$ cat config.mk
export PLATFORM = sky130hd
export DESIGN_NAME = imem_arbiter
export DESIGN_NICKNAME = d
export VERILOG_FILES = /design/src/rtl/imem_arbiter.sv
export SDC_FILE = /design/constraint.sdc
export NUM_CORES = 1
export LEC_CHECK = 0
export BUFFER_PORTS_ARGS = -buffer_cell sky130_fd_sc_hd__buf_2
export CAP_MARGIN = 0
export CORE_MARGIN = 8
export CORE_UTILIZATION = 46
export CTS_BUF_LIST = sky130_fd_sc_hd__clkbuf_16
export DETAILED_ROUTE_END_ITERATION = 7
export PLACE_DENSITY = 0.91
export SETUP_SLACK_MARGIN = 0.4
export SLEW_MARGIN = 40
export SYNTH_ARGS = -nofsm -noshare
export SYNTH_HDL_FRONTEND = slang
export SYNTH_SLANG_ARGS = --single-unit
export TNS_END_PERCENT = 10
$ cat constraint.sdc
create_clock -name clk_i -period 1.8 [get_ports clk_i]
set_input_delay 0.09 -clock clk_i [delete_from_list [all_inputs] [get_ports clk_i]]
set_output_delay 0.09 -clock clk_i [all_outputs]
set_load 0.02 [all_outputs]
$ cat src/rtl/imem_arbiter.sv
// imem_arbiter
//   Two-port read arbiter in front of a single-ported instruction memory.
//   The fetch port has default priority. The debug/loader port wins once it
//   has been starved for STARVE_LIMIT consecutive cycles. It can also lock
//   the memory for a run of accesses using d_lock_i.
//
// Ports
//   clk_i, rst_i          clock; asynchronous active-low reset
//   f_req_i, f_addr_i     fetch request and byte address (held until granted)
//   f_gnt_o               fetch grant (combinational)
//   f_valid_o, f_err_o    fetch response valid / access error (registered)
//   d_req_i, d_addr_i     debug request and byte address (held until granted)
//   d_lock_i              debug requests exclusive ownership
//   d_gnt_o               debug grant (combinational)
//   d_valid_o, d_err_o    debug response valid / access error (registered)
//   rdata_o               shared registered read data
//   mem_addr_o            byte address presented to the memory
//   mem_instr_i           combinational memory read data for mem_addr_o
module imem_arbiter #(
    parameter int unsigned ADDR_WORDS   = 32,
    parameter int unsigned STARVE_LIMIT = 4
) (
    input  logic        clk_i,
    input  logic        rst_i,
    input  logic        f_req_i,
    input  logic [31:0] f_addr_i,
    output logic        f_gnt_o,
    output logic        f_valid_o,
    output logic        f_err_o,
    input  logic        d_req_i,
    input  logic [31:0] d_addr_i,
    input  logic        d_lock_i,
    output logic        d_gnt_o,
    output logic        d_valid_o,
    output logic        d_err_o,
    output logic [31:0] rdata_o,
    output logic [31:0] mem_addr_o,
    input  logic [31:0] mem_instr_i
);

    typedef enum logic [1:0] {
        IDLE   = 2'd0,
        FETCH  = 2'd1,
        DEBUG  = 2'd2,
        LOCKED = 2'd3
    } state_t;

    localparam int unsigned CNT_W      = $clog2(STARVE_LIMIT + 1);
    localparam logic [CNT_W-1:0] STARVE_MAX = CNT_W'(STARVE_LIMIT);
    localparam logic [30:0]      WORD_LIM   = 31'(ADDR_WORDS);

    state_t           state, state_nxt;
    logic [CNT_W-1:0] starve_cnt;
    logic             acc_err;

    // Arbitration and next state. Grants are gated by reset so nothing is
    // granted while rst_i is low.
    always_comb begin
        f_gnt_o   = 1'b0;
        d_gnt_o   = 1'b0;
        state_nxt = state;
        if (!rst_i) begin
            state_nxt = IDLE;
        end else if (state == LOCKED) begin
            // Fetch is shut out for the whole locked cycle. The lock is
            // released at the edge after d_lock_i drops. Normal priority
            // resumes from IDLE on the following cycle.
            d_gnt_o   = d_req_i;
            state_nxt = d_lock_i ? LOCKED : IDLE;
        end else begin
            if (d_req_i && (starve_cnt == STARVE_MAX || !f_req_i))
                d_gnt_o = 1'b1;
            else if (f_req_i)
                f_gnt_o = 1'b1;

            if (d_gnt_o)
                state_nxt = d_lock_i ? LOCKED : DEBUG;
            else if (f_gnt_o)
                state_nxt = FETCH;
            else
                state_nxt = IDLE;
        end
    end

    always_comb begin
        mem_addr_o = d_gnt_o ? d_addr_i : f_addr_i;
        // Word index comes from bits [31:2] only. An out-of-range index
        // is flagged as an error and is never wrapped.
        acc_err    = (mem_addr_o[1:0] != 2'b00) ||
                     ({1'b0, mem_addr_o[31:2]} >= WORD_LIM);
    end

    always_ff @(posedge clk_i or negedge rst_i) begin
        if (!rst_i) begin
            state      <= IDLE;
            starve_cnt <= '0;
        end else begin
            state <= state_nxt;
            if (d_gnt_o || !d_req_i)
                starve_cnt <= '0;
            else if (f_gnt_o && starve_cnt != STARVE_MAX)
                starve_cnt <= starve_cnt + 1'b1;
        end
    end

    always_ff @(posedge clk_i or negedge rst_i) begin
        if (!rst_i) begin
            f_valid_o <= 1'b0;
            d_valid_o <= 1'b0;
            f_err_o   <= 1'b0;
            d_err_o   <= 1'b0;
            rdata_o   <= '0;
        end else begin
            f_valid_o <= f_gnt_o;
            d_valid_o <= d_gnt_o;
            f_err_o   <= f_gnt_o && acc_err;
            d_err_o   <= d_gnt_o && acc_err;
            if (f_gnt_o || d_gnt_o)
                rdata_o <= acc_err ? '0 : mem_instr_i;
        end
    end

endmodule

# --- Word-level counts from Yosys, hierarchy flattened ---
# Index checks and enable logic that the tools add are counted.
classes:
  addsub: 1
  n_lt_le_gt_ge: 1
  n_eq_ne: 3
  mux: 21
  n_reduce_logical: 12
ops:
  columns: ["op", "n"]
  rows:
  - ["32-bit two-way mux", 2]
  - ["30-bit by 6-bit greater-or-equal comparator with 1-bit output (second input constant)", 1]
  - ["1-bit two-way mux", 13]
  - ["2-bit two-way mux", 4]
  - ["3-bit two-way mux", 2]
  - ["1-bit logical AND", 4]
  - ["1-bit logical OR", 4]
  - ["2-bit nonzero test", 2]
  - ["3-bit by 1-bit adder with 3-bit output (second input constant)", 1]
  - ["3-bit equality test (second input constant)", 1]
  - ["3-bit != test (second input constant)", 1]
  - ["2-bit equality test (second input constant)", 1]
  - ["1-bit zero test", 2]
totals:
  reg_bits: 41
  input_bits: 101
  out_inout_bits: 70
  wordCells: 45

# --- Longest topological paths before layout ---
# Gate-level depths: netlist (run 1).
depth:
  ltp_word: 12
  depth_mapped: 8
  ltp_nobuf: 7

# --- Least setup slack after synthesis (run 1) ---
# OpenSTA, ideal clock, no wires.
synth_path:
  kind: "register to output"
  from: "reg starve_cnt[0]"
  to: "out mem_addr_o[10]"
  arrival_time_ps: 1564
  required_time_ps: 1710
  slack_ps: 146
  path_stages_with_launch: 9
  n_path_buf: 2
  cell_sequence: "dfrtp_1 inv_1 ha_1 a21boi_4 a21o_2 buf_4 buf_2 nand2_1 nand2_1"
synth_via:
  elab_chain_len: 9
synth_rtl:
  columns: ["element", "line", "text"]
  rows:
  - ["from (decl)", "53", "logic [CNT_W-1:0] starve_cnt;"]
  - ["from (signal assigned)", "102", "starve_cnt <= starve_cnt + 1'b1;"]
  - ["3-bit equality test", "71", "if (d_req_i && (starve_cnt == STARVE_MAX || !f_req_i))"]
  - ["1-bit logical OR", "71", null]
  - ["1-bit logical AND", "71", null]
  - ["1-bit two-way mux", "71", null]
  - ["1-bit two-way mux", "64", "end else if (state == LOCKED) begin"]
  - ["1-bit two-way mux", "62", "if (!rst_i) begin"]
  - ["1-bit two-way mux", "64", null]
  - ["1-bit two-way mux", "62", null]
  - ["32-bit two-way mux", "86", "mem_addr_o = d_gnt_o ? d_addr_i : f_addr_i;"]
  - ["to (decl)", "37", "output logic [31:0] mem_addr_o,"]
# Every way passes these cells. The select of a mux whose other input is x is not followed.

# --- Worst setup path in the final report (run 1) ---
layout_path:
  from: "reg starve_cnt[0]"
  to: "out mem_addr_o[31]"
# Same word-level chain as after synthesis.

==> results.toml, run 1 <==
[outcome]
status = "finished with violations"
violations = "negative hold slack, negative setup slack"

[route]
drt-met1-wl_mm = 5.54
highest_layer = "met5"
wl_per_cell_um = 23.5
wl_met2_mm = 7.82
dr_wl_met3_mm = 2.43
via_count = 4911
wl_mm = 17.2
ant_nets = 0
drc_errors = 0
drt_iter0_markers = 781
dr.pass1.iters = 8
via_per_inst = 6.74

[sta]
fmax_mhz = 517
finalCriticalPeriod_ns = 1.93
period_share_pct = 107
final-hold-violation-count = 28
worst_slack_ns = -0.133
relSlewSlack_pct = 57.9
hold_slack_ns = -0.0607
fin_worst_skew_ns = 0.00838
rsz0062_at_grt = "true"
tightest_slew_ns = 0.630
finalSetupViolations = 34
slew_violations = 0

[clock_tree]
cts_tree = "built"
clkSinkCount = 41
path_clk_slew_ns = 0.06
cts_hold_buf = 1
root_buffer = "clkbuf_16"
clk_latency_ns = 0.29
numCtsBuffers = 5
cts_buffer_depth = 2
htree_num_levels = 2

[critical_path]
cp_max_fo = 7
crit_path_top_delay_cell = "dfrtp_1"
setup.worst_path.start_class = "flip-flop"
crit_chain = "inv_2 -> ha_4 -> a21boi_4 -> a21o_4 -> buf_12 -> clkbuf_16 -> nand2_2 -> nand2_2 -> buf_6"
slowest_delay_ns = 0.39
reg2reg_depth = 9
r2r-end = "starve_cnt[0]$_DFFE_PN0P_"
r2r_slack_ns = -0.01
criticalPathCategory = "flip-flop to output pin"
worst_ep_required_time_ns = 1.71
crit_path_end_kind = "output pin"
crit_path_frequent_cell = "nand2_2"
arrival_ns = 1.84
r2r-start = "starve_cnt[0]$_DFFE_PN0P_"

[synthesis]
yosysMostFrequentCell = "nand2_1"
yosys_warnings = 0
synth_common_cells = "132 x nand2_1, 66 x nand4_1, 64 x a211oi_1"
syn_inst = 464
ys_types = 32
synthArstFlopShare_pct = 100
synth-edff-count = 0
synth_mux_area_share_pct = 0.946
syn_nets = 567
synth_xor_area_share_pct = 0
synth_seq_cells = 41
ys.flop_type = "dfrtp_1"
yosysTopAreaCellShare_pct = 31.0
synth_area_leaders = "dfrtp_1 31%, nand2_1 15%, a211oi_1 15%, nand4_1 12%, nand3_1 5.1%"
synth-adder-area-share_pct = 0.756
synth_area_per_cell_um2 = 7.13
yosysTopAreaCell = "dfrtp_1"
synth-simple-area-share_pct = 38.2
synth_top_family_by_area = "simple AND/OR/NAND/NOR gates"
synth_area_um2 = 3310
ys_seq_area_share_pct = 31.0
synth_compound_area_share_pct = 16.9

[global_route]
grt_pass1_vias = 4708
grt_overflow_total = 0
grt_use_total_pct = 30.4
grt_pass1_wl_mm = 24.6
antenna_found_initial = 1
grt_max_degree = 34

[placed_design]
pre_cts_ws_ns = 0.157
place_congestion = 0.877
place_area_um2 = 4340
dp_cells = 702
dp_hpwl_mm = 9.27
io_buffers = 170

[die]
die-area_um2 = 10200
io_pins = 171
die_h_um = 101
fp.dieW_um = 101
initial_core_util_pct = 46.6
rows = 31
core_um2 = 7100

[power]
finalPower_mw = 2.68
leakage_nw = 2.67
power_density_nw_per_um2 = 505
irDropWorstVdd_mv = 0.355

[cells_and_area]
antenna_cells = 0
fin_nets = 733
final_area_um2 = 5310
finalNonFillerCells = 729
fin_util_pct = 74.8
drive_above_1_share_pct = 50.6
synthToLayoutAreaGrowth_pct = 60.5

[worst_hold_path]
hold_path.class = "input pin to asynchronous set/reset pin"

[run]
maxCapViolations = 0
-- cells in the final DEF (no fill, tap or decap), drive strengths merged, types with 6 or more instances in the layout --
master and n:
nand2 132, clkbuf 8, nor4 8, nor2 6, nand3 34, nand4 66
buf 205, a211oi 64, dfrtp 41, inv 38
-- registers in the layout, summed over array words and instances (netlist names) --
register / flops
state: 2
d_valid_o: 1
starve_cnt: 3
d_err_o: 1
f_valid_o: 1
rdata_o: 32
f_err_o: 1
-- area by class of cell --
type	count	area, um2
timing repair buffer	210	1650
fill	455	1790
clock buffer	5	125
clock inverter	2	7.51
tap	99	124
sequential	41	1030
inverter	37	141
multi-input combinational	335	2240
-- per-layer routing --
metal | global-route usage [%] | vias to the layer above
met1 | 35.0 | 2196
met4 | 18.3 | 2
met3 | 9.05 | 176
met2 | 48.5 | 542
met5 | 0 | -
li1 | - | 1995
-- worst max-delay path: cells and delay by family (launching register included) --
| kind | cells | cell delay (ns) |
|---|---|---|
| and+or+nand+nor | 2 | 0.15 |
| AOI/OAI and AO/OA | 2 | 0.33 |
| DFF | 1 | 0.39 |
| adders and majority gates | 1 | 0.17 |
| buffers and inverters | 4 | 0.52 |
-- cells by family after synthesis --
family	Yosys count
buffers and inverters	88
AOI/OAI and AO/OA	73
and+or+nand+nor	257
DFF	41
muxes	3
adders and majority gates	2
-- repair_timing --
item / CTS / global route
gates cloned: 5 / 3
pin swaps: 22 / 43
setup endpoints to repair: 71 / 74
resized for setup: 121 / 26
setup buffers: 8 / 3
endpoints found under the hold margin: 41 / 28
-- worst max-delay path by stage --
stage | start | end | slack (ns) | cells after the start
detailed placement | starve_cnt[1]$_DFFE_PN0P_ | f_gnt_o | 0.16 | 7
global placement | starve_cnt[1]$_DFFE_PN0P_ | f_gnt_o | 0.24 | 7
finish | starve_cnt[0]$_DFFE_PN0P_ | mem_addr_o[31] | -0.13 | 9
global route | starve_cnt[0]$_DFFE_PN0P_ | mem_addr_o[31] | -0.18 | 9
CTS | starve_cnt[1]$_DFFE_PN0P_ | mem_addr_o[10] | -0.05 | 9
floorplan | starve_cnt[1]$_DFFE_PN0P_ | mem_addr_o[10] | 0.33 | 8
-- power breakdown --
part / internal, mW / switching (mW) / leakage, nW
clock: 0.496 / 0.349 / 0.0685
sequential: 0.930 / 0.00460 / 0.568
combinational: 0.381 / 0.519 / 2.03
-- stage by stage --
| step | setup TNS (ns) | hold WS (ns) |
|---|---|---|
| floorplan | 0 | -0.206 |
| global placement | 0 | 0.132 |
| detailed placement | 0 | 0.151 |
| CTS | -0.824 | -0.0634 |
| global route | -4.86 | -0.0230 |
| finish | -2.86 | -0.0607 |
Power figures use the tool's default switching activity.
==> inputs of run 2 (changes only) <==
--- a/config.mk
+++ b/config.mk
@@ -11,6 +11,7 @@
 export CORE_UTILIZATION = 46
 export CTS_BUF_LIST = sky130_fd_sc_hd__clkbuf_16
 export DETAILED_ROUTE_END_ITERATION = 7
+export GPL_TIMING_DRIVEN = 0
 export PLACE_DENSITY = 0.91
 export SETUP_SLACK_MARGIN = 0.4
 export SLEW_MARGIN = 40
==> results.toml, run 2 (same netlist as run 1, synthesis figures left out) <==
[route]
drt_iter0_markers = 309
via_count = 4638
drc_errors = 0
via_per_inst = 6.16
ant_nets = 0
wl_mm = 14.4
dr.pass1.iters = 7
wl_per_cell_um = 19.1

[sta]
worst_slack_ns = -0.0294
final-hold-violation-count = 41
finalCriticalPeriod_ns = 1.83
hold_slack_ns = -0.268
slew_violations = 0
rsz0062_at_grt = "true"
finalSetupViolations = 20
tightest_slew_ns = 0.766
fin_tns_setup_ns = -0.227
fmax_mhz = 547
fin_worst_skew_ns = 0.00309
relSlewSlack_pct = 48.9
period_share_pct = 102

[critical_path]
cp_max_fo = 10
criticalPathCategory = "flip-flop to output pin"
crit_path_frequent_cell = "buf_8"
setup.worst_path.start_class = "flip-flop"
crit_chain = "inv_2 -> ha_4 -> a21boi_4 -> a21o_4 -> buf_8 -> buf_8 -> nand2_1 -> nand2_2 -> buf_4"
arrival_ns = 1.74
crit_path_top_delay_cell = "dfrtp_1"
worst_ep_required_time_ns = 1.71
slowest_delay_ns = 0.39
crit_path_end_kind = "output pin"

[cells_and_area]
ff_latch_area_um2 = 1030
mostFrequentLayoutCell = "buf_2"
top_register = "rdata_o"
fin_nets = 756
finalNonFillerCells = 753
multi_input_area_um2 = 2140
drive_above_1_share_pct = 47.2
antenna_cells = 0
nFillCells = 511
final_cell_mix = "152 x buf_2, 90 x nand2_1, 66 x nand4_1"
largest_register_ffs = 32
final_area_um2 = 5100
top_regs = "rdata_o (32), starve_cnt (3), state (2)"
synthToLayoutAreaGrowth_pct = 54.1
fin_util_pct = 71.8

[power]
irDropWorstVdd_mv = 0.385
power_density_nw_per_um2 = 539
leakage_nw = 2.64
finalPower_mw = 2.75

[run]
maxCapViolations = 0

[clock_tree]
clk_latency_ns = 0.28
cts_buffer_depth = 2
htree_num_levels = 2
clkSinkCount = 41
cts_tree = "built"
numCtsBuffers = 5
path_clk_slew_ns = 0.06
root_buffer = "clkbuf_16"

[global_route]
grt_pass1_vias = 4587
grt_pass1_wl_mm = 22.3
antenna_found_initial = 2
grt_max_degree = 50
grt_use_total_pct = 26.9
grt_overflow_total = 0

[placed_design]
place_congestion = 0.868
dp_cells = 733
place_area_um2 = 4400
pre_cts_ws_ns = -0.181
dp_hpwl_mm = 9.81
io_buffers = 170

[outcome]
status = "finished with violations"
violations = "negative hold slack, negative setup slack"

[die]
rows = 31
initial_core_util_pct = 46.6
fp.dieW_um = 101
io_pins = 171
die-area_um2 = 10200
core_um2 = 7100
die_h_um = 101

[worst_hold_path]
hold_path.class = "input pin to asynchronous set/reset pin"
[run 2: path summary, 6_finish.rpt]
check | from | slack, ns | endpoint | cells past startpoint
max | starve_cnt[1]$_DFFE_PN0P_ | -0.03 | mem_addr_o[20] | 9
min reg2reg | rdata_o[22]$_DFFE_PN0P_ | 0.48 | rdata_o[22]$_DFFE_PN0P_ | 2
max reg2reg | starve_cnt[1]$_DFFE_PN0P_ | 0.10 | rdata_o[10]$_DFFE_PN0P_ | 8
min in group clk_i | d_lock_i | 0.07 | state[0]$_DFF_PN0_ | 3
min | rst_i | -0.27 | rdata_o[1]$_DFFE_PN0P_ | 1
max in group asynchronous | rst_i | 1.75 | f_valid_o$_DFF_PN0_ | 1
[run 2: critical path, delay by kind of cell, from the launching register on]
kind            cells  cell delay, ns
fa+ha+maj           1            0.14
flops               1            0.39
simple gates        2            0.13
compound gates      2            0.30
buf+inv             4            0.49
[run 2: where the power goes]
| part | internal, mW | switching (mW) |
|---|---|---|
| clock | 0.646 | 0.383 |
| sequential | 0.930 | 0.00450 |
| combinational | 0.327 | 0.457 |
[run 2: area by class of cell]
class                      count  share of cell area, %
multi-input combinational    335                   42.0
timing repair buffer         182                   22.0
sequential                    41                   20.1
buffer                        51                   7.51
inverter                      37                   2.77
clock buffer                   5                   2.45
tap                           99                   2.43
clock inverter                 3                  0.736
[run 2: repair_timing]
| action | in CTS | in global routing |
|---|---|---|
| pin swaps | 7 | 29 |
| setup endpoints to repair | 74 | 74 |
| buffers inserted | 8 | 3 |
| gates cloned | 0 | 1 |
| resized for setup | 68 | 70 |
| hold endpoints to repair | 41 | 41 |
[run 2: metal layers]
layer  track usage [%]  wire [um]  vias up
met3              7.94       1430       85
met4              10.6        520        4
met2              46.9       7220      353
li1                  -          -     2038
met5                 0         23        -
met1              30.0       5160     2158
==> inputs of run 3 (changes only) <==
--- a/config.mk
+++ b/config.mk
@@ -7,7 +7,7 @@
 export LEC_CHECK = 0
 export BUFFER_PORTS_ARGS = -buffer_cell sky130_fd_sc_hd__buf_2
 export CAP_MARGIN = 0
-export CORE_MARGIN = 8
+export CORE_MARGIN = 2
 export CORE_UTILIZATION = 46
 export CTS_BUF_LIST = sky130_fd_sc_hd__clkbuf_16
 export DETAILED_ROUTE_END_ITERATION = 7
==> constraint.sdc (replaced) <==
create_clock -name clk_i -period 1.8 [get_ports clk_i]
set_input_delay 0.09 -clock clk_i [delete_from_list [all_inputs] [get_ports clk_i]]
set_output_delay 0.09 -clock clk_i [all_outputs]
set_load 0.1 [all_outputs]
==> results.toml, run 3 <==
[die]
io_pins = 171
fp.dieW_um = 88.8
die_h_um = 88.8
initial_core_util_pct = 48.2
rows = 30

[placed_design]
io_buffers = 170
place_congestion = 0.898
dp_cells = 730
dp_hpwl_mm = 9.60

[synthesis]
synth_mux_area_share_pct = 0.946
synth_area_per_cell_um2 = 7.13
yosysMostFrequentCell = "nand2_1"
synth-adder-area-share_pct = 0.756
synth_xor_area_share_pct = 0
synth-simple-area-share_pct = 38.2
synth_compound_area_share_pct = 16.9
ys_seq_area_share_pct = 31.0
synth_area_leaders = "dfrtp_1 31%, nand2_1 15%, a211oi_1 15%, nand4_1 12%, nand3_1 5.1%"
ys.flop_type = "dfrtp_1"
yosysTopAreaCellShare_pct = 31.0
yosysTopAreaCell = "dfrtp_1"
synth-edff-count = 0
ys_types = 32
yosys_warnings = 0
synth_top_family_by_area = "simple AND/OR/NAND/NOR gates"
synth_area_um2 = 3310
synth_common_cells = "132 x nand2_1, 66 x nand4_1, 64 x a211oi_1"
syn_inst = 464
syn_nets = 567
synth_seq_cells = 41
synthArstFlopShare_pct = 100

[clock_tree]
cts_buffer_depth = 2
root_buffer = "clkbuf_16"
numCtsBuffers = 5
clkSinkCount = 41
htree_num_levels = 2

[global_route]
grt_use_total_pct = 72.4
grt_overflow_total = 2
grt_max_degree = 50

[sta]
crit_endpoint = "mem_addr_o[8]"
endpoint_type = "primary output"

[outcome]
stop_stage = "5_1_grt"
stop_error = "[ERROR GRT-0232] Routing congestion too high. Check the congestion heatmap in the GUI."
status = "did not finish"
run 3: cell counts after synthesis:
Identical to the previous run, type by type.
run 3: cells by family after synthesis:
kind of cell    Yosys count
compound gates           73
simple gates            257
flops                    41
fa+ha+maj                 2
mux                       3
buf+inv                  88
run 3: metal layers:
layer	global-route usage (%)	overflow
met1	73.2	0
met2	87.0	2
met3	61.0	0
met4	66.4	0
met5	32.5	0
run 3: per-stage QoR:
| step | worst slack [ns] | area, um2 | setup TNS [ns] |
|---|---|---|---|
| floorplan | 0.166 | 4060 | 0 |
| global placement | -0.855 | 5030 | -38.74 |
| detailed placement | -0.514 | 5030 | -16.33 |
| CTS | -0.147 | 6140 | -4.24 |
run 3: what timing repair did:
item,in CTS
pin swaps,35
setup endpoints to repair,75
setup buffers,10
cloned,2
hold endpoints to repair,41
resized for setup,213
==> inputs of run 4 (changes only) <==
--- a/config.mk
+++ b/config.mk
@@ -8,12 +8,10 @@
 export BUFFER_PORTS_ARGS = -buffer_cell sky130_fd_sc_hd__buf_2
 export CAP_MARGIN = 0
 export CORE_MARGIN = 2
-export CORE_UTILIZATION = 46
-export CTS_BUF_LIST = sky130_fd_sc_hd__clkbuf_16
+export CORE_UTILIZATION = 40
 export DETAILED_ROUTE_END_ITERATION = 7
 export GPL_TIMING_DRIVEN = 0
-export PLACE_DENSITY = 0.91
-export SETUP_SLACK_MARGIN = 0.4
+export PLACE_DENSITY_LB_ADDON = 0.15
 export SLEW_MARGIN = 40
 export SYNTH_ARGS = -nofsm -noshare
 export SYNTH_HDL_FRONTEND = slang
==> results.toml, run 4 (same netlist as run 1, synthesis figures left out) <==
[die]
core_um2 = 8130
die-area_um2 = 9010
io_pins = 171
fp.dieW_um = 94.9
rows = 33
die_h_um = 94.9
initial_core_util_pct = 40.7

[critical_path]
cpLargestDelayFamily = "buffers and inverters"
crit_path_frequent_cell = "buf_12"
arrival_ns = 1.85
crit_chain = "inv_2 -> ha_4 -> a21boi_4 -> a21o_4 -> buf_12 -> buf_8 -> nand2_1 -> nand2_2 -> buf_12"
critical_path.startpoint = "starve_cnt[0]$_DFFE_PN0P_"
r2r-start = "starve_cnt[0]$_DFFE_PN0P_"
crit_path_end_kind = "output pin"
setup.worst_path.start_class = "flip-flop"
crit_buf_inv = 4
slowest_delay_ns = 0.38
criticalPathCategory = "flip-flop to output pin"
crit_path_top_delay_cell = "dfrtp_1"
cp_max_fo = 8
worst_ep_required_time_ns = 1.71

[power]
irDropWorstVdd_mv = 0.397
power_density_nw_per_um2 = 541
leakage_nw = 2.74

[clock_tree]
clkSinkCount = 41
numCtsBuffers = 5
clk_latency_ns = 0.30
htree_num_levels = 2
cts_tree = "built"
path_clk_slew_ns = 0.08
root_buffer = "clkbuf_8"
cts_buffer_depth = 2

[cells_and_area]
top_register = "rdata_o"
fin_nets = 763
fin_util_pct = 65.9
synthToLayoutAreaGrowth_pct = 62.0
finalNonFillerCells = 765
nFillCells = 712
antenna_cells = 0
largest_register_ffs = 32
top_regs = "rdata_o (32), starve_cnt (3), state (2)"
final_cell_mix = "147 x buf_2, 87 x nand2_1, 66 x nand4_1"
drive_above_1_share_pct = 44.1
mostFrequentLayoutCell = "buf_2"

[outcome]
violations = "negative setup slack"
status = "finished with violations"

[sta]
final-hold-violation-count = 0
tightest_slew_ns = 0.562
period_share_pct = 108
worst_slack_ns = -0.143
finalCriticalPeriod_ns = 1.94
rsz0062_at_grt = "true"
slew_violations = 0
fin_worst_skew_ns = 0.0110
relSlewSlack_pct = 62.5
finalSetupViolations = 43
fmax_mhz = 515

[global_route]
antenna_found_initial = 0
grt_max_degree = 42
grt_pass1_vias = 4111
grt_pass1_wl_mm = 20.2
grt_overflow_total = 0
grt_use_total_pct = 28.4

[route]
via_per_inst = 5.64
drc_errors = 0
dr.pass1.iters = 5
drt_iter0_markers = 209
wl_mm = 13.0
via_count = 4317
ant_nets = 0
wl_per_cell_um = 17.0

[run]
maxCapViolations = 0

[placed_design]
place_congestion = 0.895
dp_cells = 739
dp_hpwl_mm = 8.64
io_buffers = 170

[worst_hold_path]
hold_path.class = "input pin to flip-flop"
holdCritStartpoint = "d_lock_i"
## run 4: report_power, final
part	switching [mW]	internal [mW]
logic	0.860	0.469
clock network	0.333	0.305
registers	0.00400	0.929
## run 4: area by class of cell
class	instances	area [um2]	share of cell area [%]
Buffer	51	344	6.42
Clock buffer	7	86.3	1.61
Inverter	37	144	2.68
Multi-Input combinational cell	335	2060	38.5
Sequential cell	41	1030	19.1
Tap cell	105	131	2.45
Timing Repair Buffer	189	1560	29.2
## run 4: metrics by stage
| stage | TNS [ns] | power, mW | area [um2] | hold WS [ns] | setup slack, ns |
|---|---|---|---|---|---|
| 2_1_floorplan | -3.02 | 1.68 | 3400 | -0.206 | -0.199 |
| 3_3_place_gp | -40.56 | 1.94 | 4380 | 0.329 | -0.875 |
| 3_5_place_dp | -15.61 | 1.95 | 4390 | 0.147 | -0.512 |
| 4_1_cts | -2.60 | 2.87 | 5260 | 0.0337 | -0.0934 |
| 5_1_grt | -7.42 | 2.99 | 5360 | 0.0732 | -0.208 |
| 6_report | -4.05 | 2.90 | 5360 | 0.0360 | -0.143 |
## run 4: metal layers
layer  wire [um]  track usage (%)
met5           0                0
met4         329             9.78
met3         839             3.91
met2        6510             48.5
met1        5310             36.8
## run 4: worst paths after layout
| kind | to | slack, ns | depth (start not counted) |
|---|---|---|---|
| max | mem_addr_o[12] | -0.14 | 9 |
| min | state[0]$_DFF_PN0_ | 0.04 | 3 |
| max reg2reg | rdata_o[16]$_DFFE_PN0P_ | -0.07 | 9 |
| min reg2reg | rdata_o[6]$_DFFE_PN0P_ | 0.48 | 2 |
| max in group asynchronous | rdata_o[16]$_DFFE_PN0P_ | 1.13 | 3 |
| min in group asynchronous | rdata_o[4]$_DFFE_PN0P_ | 0.46 | 3 |
## run 4: timing repair
action / 4_1_cts / 5_1_grt
hold endpoints to repair: 41 / 0
cloned: 5 / 0
resized for setup: 176 / 26
hold buffers: 2 / 0
setup buffers: 9 / 3
pin swaps: 8 / 12
setup endpoints to repair: 63 / 60
## run 4: tightest hold or removal path, cell delays in order
cell and delay [ns]:
buf_2 0.08, mux2i_1 0.05, nor2_1 0.07
